### src/rtl/mult_u_pkg.sv
// rtl/mult_u_pkg.sv - shared types and constants for the shift-and-add multiplier
package mult_u_pkg;

  typedef enum logic [1:0] {
    IDLE = 2'd0,
    BUSY = 2'd1,
    DONE = 2'd2
  } state_t;

  localparam int DEF_WIDTH = 32;
  localparam int DEF_CNT_W = $clog2(DEF_WIDTH + 1);

endpackage

### src/rtl/mult_u_adder.sv
// rtl/mult_u_adder.sv - WIDTH-bit adder, carry out discarded
module mult_u_adder #(
  parameter int WIDTH = 32
) (
  input  logic [WIDTH-1:0] x,
  input  logic [WIDTH-1:0] y,
  output logic [WIDTH-1:0] sum
);

  assign sum = x + y;

endmodule

### src/rtl/mult_u.sv
// rtl/mult_u.sv - sequential unsigned multiplier, one multiplier bit per clock
module mult_u
  import mult_u_pkg::*;
#(
  parameter int WIDTH = DEF_WIDTH
) (
  input  logic             clk,
  input  logic             reset,
  input  logic [WIDTH-1:0] a,
  input  logic [WIDTH-1:0] b,
  input  logic             doMult,
  output logic [WIDTH-1:0] out,
  output logic             mult_done
);

  localparam int CNT_W = $clog2(WIDTH + 1);

  state_t           state_q, state_d;
  logic [WIDTH-1:0] acc_q, acc_d;
  logic [WIDTH-1:0] mcand_q, mcand_d;
  logic [WIDTH-1:0] mplier_q, mplier_d;
  logic [CNT_W-1:0] cnt_q, cnt_d;
  logic [WIDTH-1:0] out_q, out_d;
  logic             done_q, done_d;
  logic [WIDTH-1:0] sum;

  mult_u_adder #(.WIDTH(WIDTH)) u_adder (
    .x   (acc_q),
    .y   (mcand_q),
    .sum (sum)
  );

  // Counter runs WIDTH..0; the edge that finds it at zero publishes the result,
  // which places mult_done WIDTH+1 edges after the start edge.
  always_comb begin
    state_d  = state_q;
    acc_d    = acc_q;
    mcand_d  = mcand_q;
    mplier_d = mplier_q;
    cnt_d    = cnt_q;
    out_d    = out_q;
    done_d   = done_q;
    case (state_q)
      IDLE, DONE: begin
        if (doMult) begin
          mcand_d  = a;
          mplier_d = b;
          acc_d    = '0;
          cnt_d    = CNT_W'(WIDTH);
          done_d   = 1'b0;
          state_d  = BUSY;
        end
      end
      BUSY: begin
        if (cnt_q != '0) begin
          if (mplier_q[0]) acc_d = sum;
          mcand_d  = mcand_q << 1;
          mplier_d = mplier_q >> 1;
          cnt_d    = cnt_q - CNT_W'(1);
        end else begin
          out_d   = acc_q;
          done_d  = 1'b1;
          state_d = DONE;
        end
      end
      default: state_d = IDLE;
    endcase
  end

  always_ff @(posedge clk or posedge reset) begin
    if (reset) begin
      state_q  <= IDLE;
      acc_q    <= '0;
      mcand_q  <= '0;
      mplier_q <= '0;
      cnt_q    <= '0;
      out_q    <= '0;
      done_q   <= 1'b0;
    end else begin
      state_q  <= state_d;
      acc_q    <= acc_d;
      mcand_q  <= mcand_d;
      mplier_q <= mplier_d;
      cnt_q    <= cnt_d;
      out_q    <= out_d;
      done_q   <= done_d;
    end
  end

  assign out       = out_q;
  assign mult_done = done_q;

endmodule

### config.mk
export PLATFORM = sky130hd
export DESIGN_NAME = mult_u
export DESIGN_NICKNAME = d
export VERILOG_FILES = /design/src/rtl/mult_u_pkg.sv /design/src/rtl/mult_u_adder.sv /design/src/rtl/mult_u.sv
export SDC_FILE = /design/constraint.sdc
export NUM_CORES = 1
export LEC_CHECK = 0
export ABC_AREA = 1
export ABC_CLOCK_PERIOD_IN_PS = 5770
export BUFFER_PORTS_ARGS = -buffer_cell sky130_fd_sc_hd__buf_4
export CAP_MARGIN = 0
export CORE_ASPECT_RATIO = 1.5
export CORE_UTILIZATION = 35
export CTS_CLUSTER_DIAMETER = 50
export DETAILED_ROUTE_END_ITERATION = 16
export PLACE_DENSITY = 0.6
export SETUP_SLACK_MARGIN = 0.5
export SYNTH_ARGS = -nofsm -noshare
export SYNTH_HDL_FRONTEND = slang
export SYNTH_HIERARCHICAL = 1
export SYNTH_SLANG_ARGS = --single-unit
### constraint.sdc
create_clock -name clk -period 5.77 [get_ports clk]
set_clock_uncertainty 0.2 [all_clocks]
set_input_delay 0.577 -clock clk [delete_from_list [all_inputs] [get_ports clk]]
set_output_delay 0.577 -clock clk [all_outputs]
set_load 0.03 [all_outputs]
==> run summary <==
via count -> 7,754
Max rail drop VDD -> 0.2340 mV
register area share after synthesis -> 0.3904
post-CTS setup buffers -> 0
die height -> 196.0 um
RSZ-0062 raised after global routing -> false
initial antenna violation count -> 0
number of diodes -> 0
global-route wire length before repair -> 36,560 um
DRC Markers -> 0
RR Endpoint -> acc_q[7]
I/O pin count -> 100
Sink Count -> 137
nature of the critical path endpoint -> flop
pins over their slew limit -> 0
Reg-to-Reg Start -> cnt_q[0]
Final Net Count -> 1,483
grt ovf -> 0
Post-CTS Resized -> 0
FF-to-FF path depth -> 8
Hold/Removal Path Class -> primary input to async pin
Max Cap Viol -> 0
DP HPWL -> 15,610 um
most area-hungry cell type in the Yosys netlist -> dfrtp_1
WP buf/inv -> 2
crit path max fanout -> 104
status -> finished clean
Die W -> 131.3 um
maximum level of the CTS H-tree -> 4
Crit Path Class -> flop to flop
post-synth cell types -> 28
area grow syn2layout -> 16.56%
fraction of layout cells with a size suffix above 1 -> 0.1118
DR iter-0 viols -> 333
Mapped Area -> 8781 sq um
worst reg2reg setup slack -> 2.99 ns
syn nets -> 1,407
gpl congestion -> 0.8485
Worst Tran Pin Value -> 0.9573 ns
Slowest-stage cell, CP -> nand2_4
CP required -> 5.93 ns
Fmax -> 0.3597 GHz
clk slew on worst S/H paths -> 0.06 ns
dpl ws -> 2.980 ns
DIE AREA -> 25,740 sq um
clock latency on the worst-skew pair -> 0.44 ns
#FFs+latches synth -> 137
most frequent cells in the layout -> nand2_1 (466), inv_1 (247), dfrtp_1 (137)
core outline area -> 24,520 sq um
setup TNS -> 0 ns
crit share post-route -> 0.4818
crit-path max cell delay -> 0.71 ns
post-synth top area share -> 0.3904
vias in the first global route -> 7,569
gr usage total -> 0.1777
Worst setup SP type -> flop
Ys Warns -> 6
pwr dens -> 569.2 nW/um^2
FP Rows -> 70
most common cell after layout, fill and taps aside -> nand2_1
total wire length -> 21,390 um
pin count of the biggest net entering global routing -> 106
WL/cell -> 12.44 um
number of vias per cell -> 4.511
Pleak -> 0.005756 uW
Hold Fails Final Rpt -> 0
Final Critical Period -> 2.780 ns
worst path cell trace -> inv_1, ha_1, nand3_1, nand2_4, nand2_4, buf_4, nand3_1, nand2_1
IO buf count -> 99
clock tree buffer depth -> 2
Initial DRT Pass Iterations -> 5
Final setup viols -> 0
effective utilization at floorplan -> 0.3581
Top Family by Delay on Critical Path -> simple AND/OR/NAND/NOR gates
relative slew slack -> 0.3618
DRT antenna net count -> 0
hold buffers post-CTS -> 0
CTS buffer count -> 17
CP arrival -> 2.94 ns
Final Worst Setup Slack -> 2.990 ns
Synth Instances -> 1,306
WHS -> 0.06564 ns
post-synthesis average cell area -> 6.724 sq um
Root Buffer -> clkbuf_16
TritonCTS clock tree -> yes
main area contributors after synthesis -> dfrtp_1 (39%), nand2_1 (20%), inv_1 (11%)
==> kinds of logic (layout without fill, tap and decap cells) <==
family                     count (synthesis)  count (layout)  share of synthesized area
xor gates and xnor gates                  19              19                    0.01895
buffers and inverters                    298             387                     0.1456
and+or+nand+nor                          633             633                     0.2891
adders and majority gates                 34              34                    0.04930
AOI/OAI and AO/OA                        185             185                     0.1066
DFF                                      137             137                     0.3904
==> metal layers <==
metal	routed length (um)	vias to the layer above	global-route usage	share of wire
li1	-	4117	-	-
met4	477	0	0.07321	0.022
met3	644	28	0.03307	0.030
met1	9150	3500	0.1993	0.43
met5	0	-	0	0
met2	11120	109	0.3282	0.52
==> worst max path at each step <==
stage              from         end  slack (ns)  cells past startpoint
4_1_cts        cnt_q[0]    acc_q[8]        2.97                     10
6_report       cnt_q[0]    acc_q[7]        2.99                      8
3_5_place_dp     doMult  mcand_q[7]        2.98                      5
3_3_place_gp     doMult    acc_q[3]        3.02                      6
2_1_floorplan     reset    acc_q[0]        1.33                      1
5_1_grt        cnt_q[0]   acc_q[22]        2.72                     10
==> per-stage QoR <==
stage               utilization  total power [uW]  instance area, sq um  instances
global placement         0.3932              4730                  9643       1687
detailed placement       0.3932              4773                  9643       1687
global route             0.4173              6467                 10230       1719
finish                   0.4173              5825                 10230       1719
floorplan                     -              4118                  8781       1306
CTS                      0.4173              5905                 10230       1719
==> layout make-up <==
class	instances	area, sq um
Clock inverter	11	121.4
Inverter	251	949.7
Clock buffer	21	470.5
Timing Repair Buffer	104	780.7
Sequential cell	137	3428
Fill cell	2680	14290
Multi-Input combinational cell	871	4079
Tap cell	324	405.4
==> synthesized netlist by cell type <==
cell type and n:
nand2_1 466, inv_1 248, dfrtp_1 137, o21ai_0 121
nor2_1 76, nand3_1 65, o21ai_1 40, ha_1 33
a21oi_1 20, buf_6 19, xor2_1 17, buf_2 14
clkbuf_1 11, nand2_2 8, nand4_1 5, nor3_1 5
buf_1 3, inv_2 3, nand2_4 2, nand3_2 2
nor2_2 2, o21bai_1 2, xnor2_1 2, a21o_1 1
fa_1 1, nor2_4 1, o31ai_1 1, or2_2 1
==> registers in the layout (all words and copies together), names as in the netlist <==
register,cells
acc_q,32
state_q,2
out,32
mult_done,1
cnt_q,6
mcand_q,32
mplier_q,32
==> power breakdown <==
| part | internal [uW] | switching, uW | leakage [uW] | total (uW) |
|---|---|---|---|---|
| Combinational | 1060 | 2070 | 0.00370 | 3130 |
| Clock | 668 | 423 | 0.000289 | 1090 |
| Sequential | 1360 | 238 | 0.00177 | 1600 |
| Total | 3090 | 2730 | 0.00576 | 5830 |
No activity file was read; power rests on OpenSTA's default activity.
